$ cat src/rtl/map9_sequencer.sv
// ============================================================================
// Module  : map9_sequencer
// Brief   : Command sequencer for the map9v3 core. Buffers up to two 9-bit N
//           requests, pulses map_start for START_CYC cycles per request,
//           waits for a fresh done rising edge, captures dp and returns it
//           with the originating N over a valid/ready response interface.
//           Optional watchdog enabled by defining MAP9_SEQ_TIMEOUT_EN.
// Revision: 1.0 - initial release
// ============================================================================
`default_nettype none

module map9_sequencer #(
   parameter int START_CYC = 3,
   parameter int TIMEOUT   = 1023
) (
   input  logic       clock,
   input  logic       reset,
   input  logic       req_valid,
   output logic       req_ready,
   input  logic [8:0] req_n,
   output logic       map_start,
   output logic [8:0] map_n,
   input  logic       map_done,
   input  logic [8:0] map_dp,
   output logic       rsp_valid,
   input  logic       rsp_ready,
   output logic [8:0] rsp_dp,
   output logic [8:0] rsp_n,
   output logic       rsp_err,
   output logic       busy
);

   localparam logic [2:0] c_st_idle    = 3'd0;
   localparam logic [2:0] c_st_start   = 3'd1;
   localparam logic [2:0] c_st_wait    = 3'd2;
   localparam logic [2:0] c_st_capture = 3'd3;
   localparam logic [2:0] c_st_resp    = 3'd4;

   // START lasts START_CYC cycles: counter runs START_CYC-1 down to 0
   localparam logic [3:0] c_start_load = 4'(START_CYC - 1);

   logic [2:0] r_state;
   logic [3:0] r_cnt;
   logic [8:0] r_fifo [0:1];
   logic       r_wr_ptr;
   logic       r_rd_ptr;
   logic [1:0] r_count;
   logic       r_done_q;
   logic [8:0] r_map_n;
   logic [8:0] r_rsp_n;
   logic [8:0] r_rsp_dp;
   logic       r_rsp_valid;

   logic       w_req_ready;
   logic       w_push;
   logic       w_pop;
   logic       w_done_rise;
   logic       w_timeout;

   assign w_req_ready = (r_count != 2'd2);
   assign w_push      = req_valid & w_req_ready;
   assign w_pop       = (r_state == c_st_idle) & (r_count != 2'd0);
   assign w_done_rise = map_done & ~r_done_q;

   // Two-entry circular request buffer; push and pop may coincide unless full
   always_ff @(posedge clock or negedge reset) begin
      if (!reset) begin
         r_fifo[0] <= 9'd0;
         r_fifo[1] <= 9'd0;
         r_wr_ptr  <= 1'b0;
         r_rd_ptr  <= 1'b0;
         r_count   <= 2'd0;
      end else begin
         if (w_push) begin
            r_fifo[r_wr_ptr] <= req_n;
            r_wr_ptr         <= ~r_wr_ptr;
         end
         if (w_pop) begin
            r_rd_ptr <= ~r_rd_ptr;
         end
         case ({w_push, w_pop})
            2'b10:   r_count <= r_count + 2'd1;
            2'b01:   r_count <= r_count - 2'd1;
            default: r_count <= r_count;
         endcase
      end
   end

   // Delayed copy of done so only a fresh rising edge triggers a capture
   always_ff @(posedge clock or negedge reset) begin
      if (!reset) begin
         r_done_q <= 1'b0;
      end else begin
         r_done_q <= map_done;
      end
   end

`ifdef MAP9_SEQ_TIMEOUT_EN
   localparam logic [9:0] c_timeout = 10'(TIMEOUT);

   logic [9:0] r_wdog;
   logic       r_rsp_err;

   assign w_timeout = (r_state == c_st_wait) & ~w_done_rise & (r_wdog == c_timeout);

   // Watchdog over WAIT residency and the error flag it raises
   always_ff @(posedge clock or negedge reset) begin
      if (!reset) begin
         r_wdog    <= 10'd0;
         r_rsp_err <= 1'b0;
      end else begin
         if (r_state != c_st_wait) begin
            r_wdog <= 10'd0;
         end else if (r_wdog != c_timeout) begin
            r_wdog <= r_wdog + 10'd1;
         end
         if (w_timeout) begin
            r_rsp_err <= 1'b1;
         end else if ((r_state == c_st_resp) && rsp_ready) begin
            r_rsp_err <= 1'b0;
         end
      end
   end

   assign rsp_err = r_rsp_err;
`else
   assign w_timeout = 1'b0;
   assign rsp_err   = 1'b0;
`endif

   // Main sequencing FSM: launch, wait for done, capture, hold response
   always_ff @(posedge clock or negedge reset) begin
      if (!reset) begin
         r_state     <= c_st_idle;
         r_cnt       <= 4'd0;
         r_map_n     <= 9'd0;
         r_rsp_n     <= 9'd0;
         r_rsp_dp    <= 9'd0;
         r_rsp_valid <= 1'b0;
      end else begin
         case (r_state)
            c_st_idle: begin
               if (r_count != 2'd0) begin
                  r_map_n <= r_fifo[r_rd_ptr];
                  r_rsp_n <= r_fifo[r_rd_ptr];
                  r_cnt   <= c_start_load;
                  r_state <= c_st_start;
               end
            end
            c_st_start: begin
               if (r_cnt == 4'd0) begin
                  r_state <= c_st_wait;
               end else begin
                  r_cnt <= r_cnt - 4'd1;
               end
            end
            c_st_wait: begin
               if (w_done_rise) begin
                  r_rsp_dp <= map_dp;
                  r_state  <= c_st_capture;
               end else if (w_timeout) begin
                  r_rsp_dp <= 9'd0;
                  r_state  <= c_st_capture;
               end
            end
            c_st_capture: begin
               r_rsp_valid <= 1'b1;
               r_state     <= c_st_resp;
            end
            c_st_resp: begin
               if (rsp_ready) begin
                  r_rsp_valid <= 1'b0;
                  r_state     <= c_st_idle;
               end
            end
            default: begin
               r_state <= c_st_idle;
            end
         endcase
      end
   end

   assign req_ready = w_req_ready;
   assign map_start = (r_state == c_st_start);
   assign map_n     = r_map_n;
   assign rsp_valid = r_rsp_valid;
   assign rsp_dp    = r_rsp_dp;
   assign rsp_n     = r_rsp_n;
   assign busy      = (r_state != c_st_idle) | (r_count != 2'd0);

endmodule

`default_nettype wire

$ cat config.mk
export PLATFORM = sky130hd
export DESIGN_NAME = map9_sequencer
export DESIGN_NICKNAME = d
export VERILOG_FILES = /design/src/rtl/map9_sequencer.sv
export SDC_FILE = /design/constraint.sdc
export NUM_CORES = 1
export LEC_CHECK = 0
export ABC_AREA = 1
export CAP_MARGIN = 10
export CELL_PAD_IN_SITES_DETAIL_PLACEMENT = 2
export CELL_PAD_IN_SITES_GLOBAL_PLACEMENT = 2
export CORE_MARGIN = 2
export CORE_UTILIZATION = 29
export DETAILED_ROUTE_END_ITERATION = 12
export PLACE_DENSITY = 0.86
export SYNTH_ARGS = -nofsm -noshare
export SYNTH_HDL_FRONTEND = slang
export SYNTH_SLANG_ARGS = --single-unit
$ cat constraint.sdc
create_clock -name clock -period 1.8 [get_ports clock]
set_input_delay 0.18 -clock clock [delete_from_list [all_inputs] [get_ports clock]]
set_output_delay 0.18 -clock clock [all_outputs]
set_load 0.05 [all_outputs]
==> metrics.txt <==
# TYPE chip_impl_metric gauge
chip_impl_metric{name="placement_rows",unit=""} 32
chip_impl_metric{name="first_pass_grt_wire_length",unit="um"} 9720
chip_impl_metric{name="via_count_of_the_first_global_routing_pass",unit=""} 1977
chip_impl_metric{name="post_cts.repair.setup_buffers",unit=""} 0
chip_impl_metric{name="cp_max_fo",unit=""} 3
chip_impl_metric{name="dp_worst_setup_slack",unit="ns"} 0.0560
chip_impl_metric{name="synth_edf_count",unit=""} 0
chip_impl_metric{name="netlist_area",unit="sq um"} 2270
chip_impl_metric{name="design.final.nets",unit=""} 322
chip_impl_metric{name="placed_area",unit="sq um"} 2830
chip_impl_metric{name="clock_insertion_delay_worst_skew",unit="ns"} 0.30
chip_impl_metric{name="clock_path_buffers",unit=""} 2
chip_impl_metric{name="leakagePower",unit="nW"} 1.40
chip_impl_metric{name="peakVddDrop",unit="V"} 0.000735
chip_impl_metric{name="detailedPlacementHpwl",unit="um"} 4370
chip_impl_metric{name="setup_violations",unit=""} 0
chip_impl_metric{name="postSynthNetCount",unit=""} 274
chip_impl_metric{name="synth.distinct_cells",unit=""} 27
chip_impl_metric{name="die_area",unit="sq um"} 8560
chip_impl_metric{name="finalHoldWorstSlack",unit="ns"} 0.354
chip_impl_metric{name="cpPeakStageDelay",unit="ns"} 0.82
chip_impl_metric{name="synthesis.instances",unit=""} 248
chip_impl_metric{name="synth-warning-count",unit=""} 0
chip_impl_metric{name="number_of_primary_i_o_pins",unit=""} 55
chip_impl_metric{name="cts.sink_count",unit=""} 49
chip_impl_metric{name="reg2reg_slack",unit="ns"} 0.18
chip_impl_info{name="setup.worst_path.end_class",value="primary output"} 1
chip_impl_metric{name="grt_start_max_net_pins",unit=""} 32
chip_impl_metric{name="port_buffers",unit=""} 53
chip_impl_metric{name="floorplan.initialDensity",unit="%"} 29.7
chip_impl_info{name="crit_type",value="reg -> out"} 1
chip_impl_info{name="startpoint_type",value="flop"} 1
chip_impl_info{name="worst_path_dominant_cell_family",value="buffers and inverters"} 1
chip_impl_metric{name="gp_congestion",unit=""} 0.757
chip_impl_info{name="ys_top_cells_by_area",value="sky130_fd_sc_hd__dfrtp_1 (54%), sky130_fd_sc_hd__nand2_1 (9.1%), sky130_fd_sc_hd__inv_1 (5.3%)"} 1
chip_impl_metric{name="final.setup.tns",unit="ns"} 0
chip_impl_metric{name="grt_util_all_layers",unit="%"} 14.4
chip_impl_metric{name="initialDrtViolationCount",unit=""} 40
chip_impl_info{name="netlist.top_cell.by_area",value="sky130_fd_sc_hd__dfrtp_1"} 1
chip_impl_metric{name="period_needed",unit="ns"} 1.69
chip_impl_info{name="critical_path.cell_chain",value="clkdlybuf4s50_1"} 1
chip_impl_metric{name="postLayoutCellArea",unit="sq um"} 2930
chip_impl_metric{name="synthesis.area_per_instance",unit="sq um"} 9.16
chip_impl_metric{name="setup_slack",unit="ns"} 0.106
chip_impl_metric{name="pwr_density_cell",unit="nW/um^2"} 2200
chip_impl_metric{name="timing.critical_path.arrival",unit="ns"} 1.51
chip_impl_metric{name="die_w",unit="um"} 92.5
chip_impl_metric{name="worst_ep_required_time",unit="ns"} 1.62
chip_impl_metric{name="fin_util",unit="%"} 38.4
chip_impl_info{name="clk_root_buffer_cell",value="sky130_fd_sc_hd__clkbuf_8"} 1
chip_impl_metric{name="share_of_cells_above_drive_strength_1",unit="%"} 9.76
chip_impl_metric{name="async_flop_share",unit="%"} 100
chip_impl_metric{name="postRouteAntennaNets",unit=""} 0
chip_impl_info{name="cts_tree",value="built"} 1
chip_impl_info{name="run_status",value="finished, final reports clean"} 1
chip_impl_metric{name="num_vias",unit=""} 1781
chip_impl_metric{name="grt_overflow",unit=""} 0
chip_impl_metric{name="maxCapViolations",unit=""} 0
chip_impl_metric{name="post-route-drc-count",unit=""} 0
chip_impl_info{name="postSynth.topFlopCell",value="sky130_fd_sc_hd__dfrtp_1"} 1
chip_impl_info{name="setup_repair_after_global_routing_missed_its_margin",value="no"} 1
chip_impl_metric{name="finalCritPeriodShare",unit="%"} 94.1
chip_impl_metric{name="cts-htree-levels",unit=""} 2
chip_impl_info{name="post-synth-top-count-cell",value="sky130_fd_sc_hd__nand2_1"} 1
chip_impl_metric{name="synthToLayoutAreaGrowth",unit="%"} 29.1
chip_impl_metric{name="drt-pass1-iter-count",unit=""} 4
chip_impl_info{name="synth.cells.most_frequent",value="sky130_fd_sc_hd__nand2_1 (55), sky130_fd_sc_hd__dfrtp_1 (49), sky130_fd_sc_hd__inv_1 (32), sky130_fd_sc_hd__nor2_1 (25), sky130_fd_sc_hd__o21ai_0 (16)"} 1
chip_impl_metric{name="tritoncts.num_buffers",unit=""} 5
chip_impl_metric{name="max_slew.worst_pin.slew",unit="ns"} 0.538
chip_impl_metric{name="cp_num_buf_inv",unit=""} 1
chip_impl_metric{name="timing.clock.skew",unit="ns"} 0.00667
chip_impl_metric{name="placeableCoreArea",unit="sq um"} 7650
chip_impl_metric{name="netlist.area_leader.share",unit="%"} 54.0
chip_impl_info{name="hold_class",value="in -> reg"} 1
chip_impl_metric{name="sequential_to_total_area_share_from_yosys_stat",unit="%"} 54.0
chip_impl_metric{name="routed_wl",unit="um"} 5800
chip_impl_metric{name="final-max-slew-violation-count",unit=""} 0
chip_impl_metric{name="num-fill-cells",unit=""} 851
chip_impl_metric{name="cts.clk_slew.worst_paths",unit="ns"} 0.09
chip_impl_metric{name="die_height",unit="um"} 92.5
chip_impl_info{name="crit_slowest_cell",value="sky130_fd_sc_hd__clkdlybuf4s50_1"} 1
chip_impl_metric{name="insertedDiodeCount",unit=""} 0
chip_impl_metric{name="fmaxAchievable",unit="GHz"} 0.590
chip_impl_metric{name="ys_ff_latch",unit=""} 49
chip_impl_metric{name="max-slew-margin-rel",unit="%"} 64.0
chip_impl_metric{name="antenna_found_initial",unit=""} 0
chip_impl_metric{name="drt-vias-per-instance",unit=""} 4.46
chip_impl_metric{name="wl_per_cell",unit="um"} 14.5
chip_impl_metric{name="post_cts_resize_count",unit=""} 0
chip_impl_metric{name="timing.final.hold_violations",unit=""} 0
-- cells in the final DEF, fill, tap and decap left out, drive strengths merged --
| cell | Yosys | routed |
|---|---|---|
| o211ai | 1 | 1 |
| clkbuf | 0 | 6 |
| a21oi | 2 | 2 |
| inv | 34 | 34 |
| nand2 | 59 | 59 |
| dfrtp | 49 | 49 |
| dlygate4sd3 | 0 | 1 |
| buf | 17 | 10 |
| o22ai | 1 | 1 |
| ha | 3 | 3 |
| xor2 | 3 | 3 |
| o21a | 8 | 8 |
| xnor2 | 2 | 2 |
| o31ai | 8 | 8 |
| clkdlybuf4s50 | 0 | 47 |
| o21ai | 22 | 22 |
| conb | 1 | 1 |
| nand3 | 11 | 11 |
| nor2 | 27 | 27 |
| clkinv | 0 | 2 |
-- path summary, 6_finish.rpt --
path,startpoint,endpoint,depth (start not counted)
setup reg to reg,r_state[0],r_count[1],7
max in group asynchronous,reset,r_done_q,3
hold / removal,map_done,r_done_q,1
min in group asynchronous,reset,r_fifo[17],2
hold reg to reg,r_wr_ptr,r_wr_ptr,2
setup / recovery,rsp_n[2],rsp_n[2],1
-- metrics by stage --
step	std cells	total power, mW
final	399	6.47
after global routing	399	6.96
after CTS	399	6.56
after detailed placement	390	5.83
after global placement	390	5.64
after floorplan	248	4.73
-- sequential cells by signal (all words and copies together), names as in the netlist --
register and count:
r_rd_ptr 1, r_cnt 4, rsp_dp 9, r_fifo 18, rsp_n 9, r_wr_ptr 1, r_done_q 1, r_state 3
r_count 2, rsp_valid 1
-- power by group --
part           total (mW)  internal (mW)  switching, mW
Combinational        3.77           1.26           2.51
Clock               0.701          0.313          0.388
Sequential           2.00           1.64          0.354
Total                6.47           3.22           3.25
-- kinds of logic after synthesis --
logic type	Yosys count	synth area share, %
other cells	1	0.165
xor+xnor	5	1.93
buf+inv	51	11.8
compound gates	42	11.2
simple gates	97	19.3
fa+ha+maj	3	1.65
flops	49	54.0
-- timing repair --
action                                  CTS  global route
endpoints found under the setup margin    0             0
hold buffers                              1             0
hold endpoints to repair                 18             0
-- layout make-up --
type / instances / area, sq um / share of cell area [%]
inverters: 34 / 128 / 4.35
well taps: 102 / 128 / 4.35
flip-flops and latches: 49 / 1230 / 41.8
clock inverters: 2 / 13.8 / 0.469
clock buffers: 6 / 82.6 / 2.81
repair buffers: 58 / 578 / 19.7
multi-input cells: 148 / 778 / 26.5
-- metal layers --
layer | part of all wire (%) | GRT usage (%) | up-vias
met3 | 2.5 | 2.28 | 6
met5 | 0 | 0 | -
li1 | - | - | 856
met1 | 42 | 16.8 | 891
met4 | 1.3 | 4.23 | 0
met2 | 54 | 26.9 | 28
No activity file was read; power rests on OpenSTA's default activity.
